**config.mk**
```make
export PLATFORM = sky130hd
export DESIGN_NAME = decade_seq_ctrl_flat
export DESIGN_NICKNAME = d
export VERILOG_FILES = /design/src/rtl/decade_pkg.sv /design/src/rtl/decade_seq_ctrl_if.sv /design/src/rtl/decade_seq_ctrl_bcd_digit.sv /design/src/rtl/decade_seq_ctrl.sv /design/src/flat_wrapper.sv
export SDC_FILE = /design/constraint.sdc
export NUM_CORES = 1
export LEC_CHECK = 0
export CAP_MARGIN = 20
export CORE_MARGIN = 3
export CORE_UTILIZATION = 56
export CTS_BUF_LIST = sky130_fd_sc_hd__clkbuf_16
export CTS_CLUSTER_SIZE = 20
export DETAILED_ROUTE_END_ITERATION = 12
export GPL_ROUTABILITY_DRIVEN = 1
export PLACE_DENSITY_LB_ADDON = 0.1
export SETUP_SLACK_MARGIN = 0.02
export SLEW_MARGIN = 5
export SYNTH_ARGS = -nofsm -noshare
export SYNTH_HDL_FRONTEND = slang
export SYNTH_HIERARCHICAL = 1
export SYNTH_SLANG_ARGS = --single-unit
```
**constraint.sdc**
```tcl
create_clock -name clk -period 3.8 [get_ports clk]
set_input_delay 0.57 -clock clk [delete_from_list [all_inputs] [get_ports clk]]
set_output_delay 0.57 -clock clk [all_outputs]
set_load 0.02 [all_outputs]
```
**src/rtl/decade_pkg.sv**
```systemverilog
// Shared types, constants and digit helpers for the cascaded BCD decade sequencer.
// Imported by the interface, the digit cell and the sequencer top.
package decade_pkg;

  localparam int         DIGIT_W = 4;
  localparam logic [3:0] BCD_MAX = 4'd9;

  typedef enum logic [2:0] {
    ST_IDLE  = 3'd0,
    ST_LOAD  = 3'd1,
    ST_RUN   = 3'd2,
    ST_PAUSE = 3'd3,
    ST_DONE  = 3'd4
  } state_e;

  // One BCD step; the caller decides whether the step is allowed.
  function automatic logic [DIGIT_W-1:0] bcd_step(input logic [DIGIT_W-1:0] q,
                                                  input logic up);
    if (up) begin
      return (q >= BCD_MAX) ? 4'd0 : q + 4'd1;
    end
    return (q == 4'd0) ? BCD_MAX : q - 4'd1;
  endfunction

  function automatic logic [DIGIT_W-1:0] bcd_clamp(input logic [DIGIT_W-1:0] d);
    return (d > BCD_MAX) ? BCD_MAX : d;
  endfunction

endpackage

```
**src/rtl/decade_seq_ctrl_if.sv**
```systemverilog
// Control/status bundle between the register block (master) and the sequencer (slave).
// The BCD count and status flags flow back to the master side.
interface decade_seq_ctrl_if
  import decade_pkg::*;
#(
  parameter int NDIGITS = 2
) ();

  logic                       start;
  logic                       abort;
  logic                       pause;
  logic                       tick;
  logic                       count_up;
  logic                       auto_reload;
  logic [DIGIT_W*NDIGITS-1:0] preset;
  logic [DIGIT_W*NDIGITS-1:0] count;
  logic                       busy;
  logic                       done;
  logic                       done_pulse;
  logic [2:0]                 state;

  modport master (
    output start, abort, pause, tick, count_up, auto_reload, preset,
    input  count, busy, done, done_pulse, state
  );

  modport slave (
    input  start, abort, pause, tick, count_up, auto_reload, preset,
    output count, busy, done, done_pulse, state
  );

endinterface

```
**src/rtl/decade_seq_ctrl_bcd_digit.sv**
```systemverilog
// Single BCD digit with synchronous load/step and asynchronous clear.
// carry_out_o flags the digit sitting at its roll-over value for the current direction.
module bcd_digit
  import decade_pkg::*;
(
  input  logic               clk,
  input  logic               rst,
  input  logic               load_i,
  input  logic [DIGIT_W-1:0] load_val_i,
  input  logic               en_i,
  input  logic               up_i,
  output logic [DIGIT_W-1:0] q_o,
  output logic               carry_out_o
);

  logic [DIGIT_W-1:0] q_q;

  // Load outranks stepping so an abort or reload always lands cleanly.
  always_ff @(posedge clk or posedge rst) begin
    if (rst) begin
      q_q <= '0;
    end else if (load_i) begin
      q_q <= load_val_i;
    end else if (en_i) begin
      q_q <= bcd_step(q_q, up_i);
    end
  end

  assign q_o         = q_q;
  assign carry_out_o = up_i ? (q_q == BCD_MAX) : (q_q == 4'd0);

endmodule

```
**src/rtl/decade_seq_ctrl.sv**
```systemverilog
// Programmable BCD event timer/counter: loads a preset, counts qualified ticks up or down
// to a terminal value, with pause, abort and optional auto-reload.
module decade_seq_ctrl
  import decade_pkg::*;
#(
  parameter int NDIGITS = 2
) (
  input  logic              clk,
  input  logic              rst,
  decade_seq_ctrl_if.slave  bus
);

  localparam int W = DIGIT_W * NDIGITS;

  state_e         state_q, state_d;
  logic [W-1:0]   target_q, target_d;
  logic           up_q, up_d;
  logic           busy_q, done_q, pulse_q, pulse_d;

  logic [W-1:0]   preset_clamped;
  logic [W-1:0]   count;
  logic [W-1:0]   count_stepped;
  logic [W-1:0]   terminal;
  logic [W-1:0]   load_val;
  logic           load_digits;
  logic           chain_sat;
  logic           step;
  logic           run_hit;
  logic           load_hit;

  // ripple marks digits that change if a step happens; count_stepped is the value
  // after that step, letting the terminal be seen on the same edge it is reached.
  for (genvar k = 0; k < NDIGITS; k++) begin : g_digit
    logic ripple;
    logic carry;
    logic en;

    if (k == 0) begin : g_lsb
      assign ripple = 1'b1;
    end else begin : g_upper
      assign ripple = g_digit[k-1].ripple & g_digit[k-1].carry;
    end

    assign en = step & ripple;
    assign preset_clamped[k*DIGIT_W +: DIGIT_W] = bcd_clamp(bus.preset[k*DIGIT_W +: DIGIT_W]);
    assign count_stepped[k*DIGIT_W +: DIGIT_W]  =
      ripple ? bcd_step(count[k*DIGIT_W +: DIGIT_W], up_q) : count[k*DIGIT_W +: DIGIT_W];

    bcd_digit u_digit (
      .clk         (clk),
      .rst         (rst),
      .load_i      (load_digits),
      .load_val_i  (load_val[k*DIGIT_W +: DIGIT_W]),
      .en_i        (en),
      .up_i        (up_q),
      .q_o         (count[k*DIGIT_W +: DIGIT_W]),
      .carry_out_o (carry)
    );
  end

  // Whole chain at its roll-over point: stepping would wrap, so it is never allowed.
  assign chain_sat = g_digit[NDIGITS-1].ripple & g_digit[NDIGITS-1].carry;

  assign terminal    = up_q ? target_q : '0;
  assign load_hit    = (target_q == '0);
  assign step        = (state_q == ST_RUN) && bus.tick && !bus.pause && !bus.abort && !chain_sat;
  assign run_hit     = step && (count_stepped == terminal);
  assign load_digits = bus.abort || (state_q == ST_LOAD);
  assign load_val    = (bus.abort || up_q) ? '0 : target_q;

  always_comb begin
    state_d  = state_q;
    target_d = target_q;
    up_d     = up_q;
    pulse_d  = 1'b0;
    if (bus.abort) begin
      state_d = ST_IDLE;
    end else begin
      case (state_q)
        ST_IDLE, ST_DONE: begin
          if (bus.start) begin
            target_d = preset_clamped;
            up_d     = bus.count_up;
            state_d  = ST_LOAD;
          end
        end
        ST_LOAD: begin
          if (load_hit) begin
            pulse_d = 1'b1;
            state_d = bus.auto_reload ? ST_LOAD : ST_DONE;
          end else begin
            state_d = ST_RUN;
          end
        end
        ST_RUN: begin
          if (bus.pause) begin
            state_d = ST_PAUSE;
          end else if (run_hit) begin
            pulse_d = 1'b1;
            state_d = bus.auto_reload ? ST_LOAD : ST_DONE;
          end
        end
        ST_PAUSE: begin
          if (!bus.pause) begin
            state_d = ST_RUN;
          end
        end
        default: state_d = ST_IDLE;
      endcase
    end
  end

  // Status flags are derived from the next state so they line up with state_q.
  always_ff @(posedge clk or posedge rst) begin
    if (rst) begin
      state_q  <= ST_IDLE;
      target_q <= '0;
      up_q     <= 1'b0;
      busy_q   <= 1'b0;
      done_q   <= 1'b0;
      pulse_q  <= 1'b0;
    end else begin
      state_q  <= state_d;
      target_q <= target_d;
      up_q     <= up_d;
      busy_q   <= state_d inside {ST_LOAD, ST_RUN, ST_PAUSE};
      done_q   <= (state_d == ST_DONE);
      pulse_q  <= pulse_d;
    end
  end

  assign bus.count      = count;
  assign bus.busy       = busy_q;
  assign bus.done       = done_q;
  assign bus.done_pulse = pulse_q;
  assign bus.state      = state_q;

endmodule
```
**src/flat_wrapper.sv**
```systemverilog
// flat-port wrapper written by rule: the top's interface ports become plain ports
module decade_seq_ctrl_flat import decade_pkg::*;
#(
  parameter int NDIGITS = 2
)
  (clk, rst, bus_start, bus_abort, bus_pause, bus_tick, bus_count_up, bus_auto_reload, bus_preset, bus_count, bus_busy, bus_done, bus_done_pulse, bus_state);
  decade_seq_ctrl_if #(.NDIGITS(NDIGITS)) bus_i ();
  input  logic clk;
  input  logic rst;
  input wire logic [$bits(bus_i.start)-1:0] bus_start;
  input wire logic [$bits(bus_i.abort)-1:0] bus_abort;
  input wire logic [$bits(bus_i.pause)-1:0] bus_pause;
  input wire logic [$bits(bus_i.tick)-1:0] bus_tick;
  input wire logic [$bits(bus_i.count_up)-1:0] bus_count_up;
  input wire logic [$bits(bus_i.auto_reload)-1:0] bus_auto_reload;
  input wire logic [$bits(bus_i.preset)-1:0] bus_preset;
  output wire logic [$bits(bus_i.count)-1:0] bus_count;
  output wire logic [$bits(bus_i.busy)-1:0] bus_busy;
  output wire logic [$bits(bus_i.done)-1:0] bus_done;
  output wire logic [$bits(bus_i.done_pulse)-1:0] bus_done_pulse;
  output wire logic [$bits(bus_i.state)-1:0] bus_state;
  assign bus_i.start = bus_start;
  assign bus_i.abort = bus_abort;
  assign bus_i.pause = bus_pause;
  assign bus_i.tick = bus_tick;
  assign bus_i.count_up = bus_count_up;
  assign bus_i.auto_reload = bus_auto_reload;
  assign bus_i.preset = bus_preset;
  assign bus_count = bus_i.count;
  assign bus_busy = bus_i.busy;
  assign bus_done = bus_i.done;
  assign bus_done_pulse = bus_i.done_pulse;
  assign bus_state = bus_i.state;
  decade_seq_ctrl #(.NDIGITS(NDIGITS)) u_core (.clk(clk), .rst(rst), .bus(bus_i));
endmodule
```
* Word-level counts from Yosys, hierarchy flattened
Cells that the tools add are included.
W data, S select, Z words.
** Storage, ports and cells
- Register bits :: 23
- Bits of input ports :: 16
- Output and inout port bits :: 14
- Logic and storage cells :: 88
** Operators by class
- $add $sub $neg :: 4
- Magnitude comparators :: 4
- Equal/unequal tests :: 11
- Muxes and demuxes :: 39
- Bitwise gates (word level) :: 3
- Reductions and logical operators :: 19
** Operators by type and width (count)
- $mux W4 :: 17
- $mux W3 :: 7
- $mux W8 :: 2
- $eq A3 B2 Y1 const B :: 4
- $pmux W3 S4 :: 1
- $mux W1 :: 11
- $add A4 B1 Y4 const B :: 2
- $eq A4 B4 Y1 const B :: 2
- $eq A8 B8 Y1 :: 1
- $ge A4 B4 Y1 const B :: 2
- $gt A4 B4 Y1 const B :: 2
- $logic_not A4 Y1 :: 2
- $logic_not A8 Y1 :: 1
- $sub A4 B1 Y4 const B :: 2
- $eq A3 B1 Y1 const B :: 2
- $eq A3 B3 Y1 const B :: 2
- $logic_and A1 B1 Y1 :: 5
- $reduce_bool A2 Y1 :: 2
- $logic_not A1 Y1 :: 3
- $logic_not A3 Y1 :: 1
- $reduce_and A3 Y1 :: 1
- $reduce_bool A3 Y1 :: 1
- $and A1 B1 Y1 :: 2
- $logic_or A1 B1 Y1 :: 2
- 3 further kinds :: 3

* Depth between registers and ports, before layout
- Depth in word-level cells :: 13
- Gate-level depth with buffers :: 14
- Depth with buffers taken out :: 13

* Cells and area by module
Netlist, hierarchy kept.
** Modules (own cells, without submodules)
- decade_seq_ctrl :: instances 1, cells an instance 168, area each 1428.9 sq um
- bcd_digit :: instances 2, cells an instance 56, area each 422.9 sq um

* Least setup slack after synthesis
Ideal clock, no wire load.
- Path kind :: register -> register
- Start :: register u_core.g_digit[0].u_digit.q_q[0]
- End :: register u_core.busy_q (netlist: u_core/bus.busy)
- Arrival time :: 2.764 ns
- Required time :: 3.676 ns
- Setup slack :: 0.911 ns
- Cell stages (with the launch flop) :: 14
- Path buffers :: 0
- Period minus slack after synthesis :: 2.889 ns
- Path through :: dfrtp_1 > inv_1 > ha_1 > nand2b_1 > nor2_1 > a31oi_1 > nor2_1 > inv_1 > nor4_1 > and3b_1 > o32ai_2 > o2111ai_2 > a32o_1 > or2_1
** Between the ends
- Longest elaborated chain between the ends :: 12
- Elaborated cells on any way between the ends :: 24
- Those cells by class :: add/sub (2); order compare (1); eq/ne (5); mux (10); bitwise (1); reduce/logical (5)
** RTL lines
- from (decl) :: RTL line decade_seq_ctrl_bcd_digit.sv:16 : logic [DIGIT_W-1:0] q_q;
- from (signal assigned) :: RTL line decade_seq_ctrl_bcd_digit.sv:23 : q_q <= load_val_i;
- from (signal assigned) :: RTL line decade_seq_ctrl_bcd_digit.sv:25 : q_q <= bcd_step(q_q, up_i);
- $eq A4 B4 Y1 or $logic_not A4 Y1 (tied branches) :: RTL line decade_seq_ctrl_bcd_digit.sv:30 : assign carry_out_o = up_i ? (q_q == BCD_MAX) : (q_q == 4'd0);
- $mux W1 (*) :: RTL line decade_seq_ctrl_bcd_digit.sv:30
- via u_core.g_digit[0].carry :: RTL line decade_seq_ctrl.sv:35 : logic carry;
- branches (longest 3 deep; another with $eq A8 B8 Y1)
- $logic_and A1 B1 Y1 (*) :: RTL line decade_seq_ctrl.sv:67 : assign run_hit = step && (count_stepped == terminal);
- $mux W3 (*) :: RTL line decade_seq_ctrl.sv:98 : end else if (run_hit) begin
- $mux W3 (*) :: RTL line decade_seq_ctrl.sv:96 : if (bus.pause) begin
- $pmux W3 S4 (*) :: RTL line decade_seq_ctrl.sv:79 : case (state_q)
- $mux W3 (*) :: RTL line decade_seq_ctrl.sv:76 : if (bus.abort) begin
- via u_core.state_d[1] :: RTL line decade_seq_ctrl.sv:15 : state_e state_q, state_d;
- $eq A3 B1 Y1 or $eq A3 B2 Y1 (tied branches) :: RTL line decade_seq_ctrl.sv:126 : busy_q <= state_d inside {ST_LOAD, ST_RUN, ST_PAUSE};
- $reduce_bool A3 Y1 (*) :: RTL line decade_seq_ctrl.sv:126
- to (signal assigned) :: RTL line decade_seq_ctrl.sv:126
- to (decl) :: RTL line decade_seq_ctrl.sv:18 : logic busy_q, done_q, pulse_q, pulse_d;
Mark *: on every way through the listed nets, which the timed path passes. The select of a mux whose other input is x is not followed.
A chain may end at the register's enable or synchronous reset.

* Worst setup path in the final report
- Start :: register u_core.g_digit[0].u_digit.q_q[0]
- End :: register u_core.done_q (netlist: u_core/bus.done)
** Between the ends
- Longest elaborated chain between the ends :: 11
- Elaborated cells on any way between the ends :: 21
- Those cells by class :: add/sub (2); order compare (1); eq/ne (3); mux (10); bitwise (1); reduce/logical (4)
** RTL lines
- $eq A4 B4 Y1 or $logic_not A4 Y1 (tied branches) :: RTL line decade_seq_ctrl_bcd_digit.sv:30
- $mux W1 (*) :: RTL line decade_seq_ctrl_bcd_digit.sv:30
- via u_core.g_digit[0].carry :: RTL line decade_seq_ctrl.sv:35
- branches (longest 3 deep; another with $eq A8 B8 Y1)
- $logic_and A1 B1 Y1 (*) :: RTL line decade_seq_ctrl.sv:67
- $mux W3 (*) :: RTL line decade_seq_ctrl.sv:98
- $mux W3 (*) :: RTL line decade_seq_ctrl.sv:96
- $pmux W3 S4 (*) :: RTL line decade_seq_ctrl.sv:79
- $mux W3 (*) :: RTL line decade_seq_ctrl.sv:76
- $eq A3 B3 Y1 (*) :: RTL line decade_seq_ctrl.sv:127 : done_q <= (state_d == ST_DONE);
- to (signal assigned) :: RTL line decade_seq_ctrl.sv:127
- to (decl) :: RTL line decade_seq_ctrl.sv:18
Marks and branches as above.

==> impl_metrics.yaml <==
status:
  status: "finished, final reports clean"
drt:
  viasPerCell: 6.313
  post_drt_wl_per_cell_um: 15.98
  dr_wl_met3_um: 360
  highest_layer: "met4"
  wl_met2_mm: 2.581
  vias: 2216
  detail-route-antenna-nets: 0
  drt-initial-drc-count: 239
  first_pass_iters: 5
  wl_met1_mm: 2.560
  drc: 0
  wirelength_mm: 5.610
placement:
  port_buffers: 29
  hpwl_mm: 4.177
  gp_congestion: 0.8718
flow_run:
  maxCapViolCount: 0
setup_path:
  crit_slowest_cell: "dfrtp_1"
  worstSetupStartpointType: "flop"
  arrival_ns: 3.31
  cpPeakStageDelay_ns: 0.52
  path_max_fanout: 15
  cp-end-kind: "flop"
  required_ns: 3.94
  path_cells: "inv_1, ha_1, nand2b_1, nor2_1, a31oi_1, nor2_1, buf_4, inv_1, nor4_1, and3b_1, o32ai_2, o2111ai_2, o21a_1, o41ai_1"
  reg2reg_depth: 14
  path_class: "reg2reg"
  regToRegSetupSlack_ns: 0.62
clocking:
  cts_inserted_buffers: 3
  cts_tree: "done"
  clock_latency_ns: 0.26
  cts_sinks: 23
  cts_resized: 0
  hold_buffers: 0
  post_cts_buffers: 0
  h-tree-depth: 1
  ctsLongestPathBuffers: 2
  root_buffer: "clkbuf_16"
  clk_pin_slew_worst_paths_ns: 0.06
min_path:
  hp-class: "in2async"
synth:
  synth_top_family_by_area: "compound AO/OA/AOI/OAI gates"
  synth-edff-count: 0
  synth_common_cells: "inv_1 (27), nor2_1 (27), dfrtp_1 (23)"
  async_flop_share: 1.000
  synth_nets: 310
  synth_area_per_cell_um2: 8.124
  netlist_instances: 280
  synthFlopType: "dfrtp_1"
  yosysTopAreaCellShare: 0.2530
  synth_warnings: 6
  seq_area_frac_synth: 0.2530
  syn_area_mm2: 0.002275
  synth_xor_area_frac: 0.01540
  yosys.area_share.simple: 0.2723
  synth_seq_cells: 23
  yosys.area.top_type: "dfrtp_1"
  yosysUniqueCellTypes: 59
  synthMuxAreaShare: 0.02365
  synth-compound-area-share: 0.2723
  synthTopCellsByArea: "dfrtp_1 (25%), ha_1 (7.7%), inv_1 (4.5%)"
  synth_adder_area_share: 0.07701
sta:
  post-route-period-util: 0.8356
  slew_violations: 0
  clock_skew_ns: 0.001597
  finalSetupViolCount: 0
  relSlewSlack: 0.4901
  fin_crit_ns: 3.175
  worst_slew_pin_slew_ns: 0.7649
  fmax_mhz: 314.9
  hold_viol: 0
  hold_ws_ns: 0.5745
  setup_tns_ns: 0
  rsz0062_at_grt: "no"
layout:
  drive_above_1_share: 0.08911
  fillers: 303
  antenna-diode-count: 0
  syn_to_final_growth_pct: 16.89
  nNetsFinal: 334
floorplan:
  dieHeight_um: 69.74
  die_width_um: 69.74
  start_util: 0.5988
  num_io_pins: 30
  rows: 22
  core_mm2: 0.003799
  die_area_mm2: 0.004863
global_route:
  grt_pass1_vias: 1991
  grt-ovfl-total: 0
  grt_pass1_wl_mm: 9.363
  antenna_found_initial: 0
  grt_max_degree: 26
  track_usage: 0.2319
pwr:
  leakagePower_nw: 1.081
  vdd_drop_max_v: 0.0002211
  power_density_mw_per_mm2: 447.9
-- flip-flops by register name, indices dropped and copies added (netlist names) --
signal and flops:
u_core/bus.busy 1, u_core/bus.state 3, u_core/g_digit.u_digit/q_o 8, u_core/bus.done 1, u_core/bus.done_pulse 1, u_core/up_q 1, u_core/target_q 8
-- final timing paths --
check | startpoint | end
worst min-delay path | rst | u_core/g_digit[1].u_digit/q_o[0]$_DFFE_PP0P_
worst max register to register | u_core/g_digit[0].u_digit/q_o[0]$_DFFE_PP0P_ | u_core/bus.done$_DFF_PP0_
worst max-delay path | u_core/g_digit[0].u_digit/q_o[0]$_DFFE_PP0P_ | u_core/bus.done$_DFF_PP0_
max in group asynchronous | rst | u_core/target_q[0]$_DFFE_PP0P_
worst min register to register | u_core/target_q[1]$_DFFE_PP0P_ | u_core/target_q[1]$_DFFE_PP0P_
min in group clk | u_core/target_q[1]$_DFFE_PP0P_ | u_core/target_q[1]$_DFFE_PP0P_
-- layout make-up --
type / count / area [um^2] / share of cell area
flip-flops and latches: 23 / 575.6 / 0.2165
clock inverters: 1 / 5.005 / 0.001882
repair buffers: 35 / 335.3 / 0.1261
well taps: 48 / 60.06 / 0.02259
clock buffers: 3 / 75.07 / 0.02824
multi-input cells: 214 / 1506 / 0.5666
inverters: 27 / 101.3 / 0.03812
-- power by group --
group	switching [mW]	internal, mW	total (mW)
Combinational	0.319	0.269	0.588
Clock	0.0929	0.142	0.235
Sequential	0.0875	0.280	0.368
-- per-layer routing --
metal	global-route usage	up-vias
met2	0.3655	93
li1	-	1084
met4	0.07447	0
met5	0	-
met3	0.03043	12
met1	0.3285	1027
-- worst max-delay path: cells and delay by family, from the launching register on --
family	cells	cell delay, ns
flops	1	0.52
buf+inv	3	0.46
fa+ha+maj	1	0.25
simple gates	5	0.81
compound gates	5	0.99
-- layout by cell type, fill, tap and decap left out, drive strengths merged, types with 3 or more instances in the layout --
cell type      synthesis  final
a21oi                 13     13
a221o                  3      3
a31oi                  9      9
and2                   4      4
buf                   11      6
clkbuf                 5      3
clkdlybuf4s50          0     29
dfrtp                 23     23
ha                    14     14
inv                   27     27
mux2                   3      3
nand2                 14     14
nand2b                 6      6
nand3                  5      5
nand3b                 7      7
nor2                  27     27
nor2b                  4      4
nor3                  10     10
nor3b                  7      7
nor4                   3      3
nor4bb                 3      3
o2111ai                3      3
o211ai                 5      5
o21a                   3      3
o21ai                 18     18
o22ai                  5      5
o31ai                  4      4
o41ai                  4      4
or3b                   3      3
-- per-stage QoR --
step / util / power, mW / setup WS, ns / instances / cell area, um^2
2_1_floorplan: - / 0.7979 / 0.9114 / 280 / 2275
3_3_place_gp: 0.6779 / 0.9391 / 0.8048 / 347 / 2575
3_5_place_dp: 0.6779 / 0.9488 / 0.6636 / 347 / 2575
4_1_cts: 0.6989 / 1.186 / 0.6137 / 351 / 2655
5_1_grt: 0.6999 / 1.274 / 0.3223 / 351 / 2659
6_report: 0.6999 / 1.191 / 0.6247 / 351 / 2659
-- cells by family after synthesis --
family                     Yosys count
AOI/OAI and AO/OA                   87
and+or+nand+nor                    104
DFF                                 23
muxes                                5
xor gates and xnor gates             4
buffers and inverters               43
adders and majority gates           14
No activity file was read; power rests on OpenSTA's default activity.
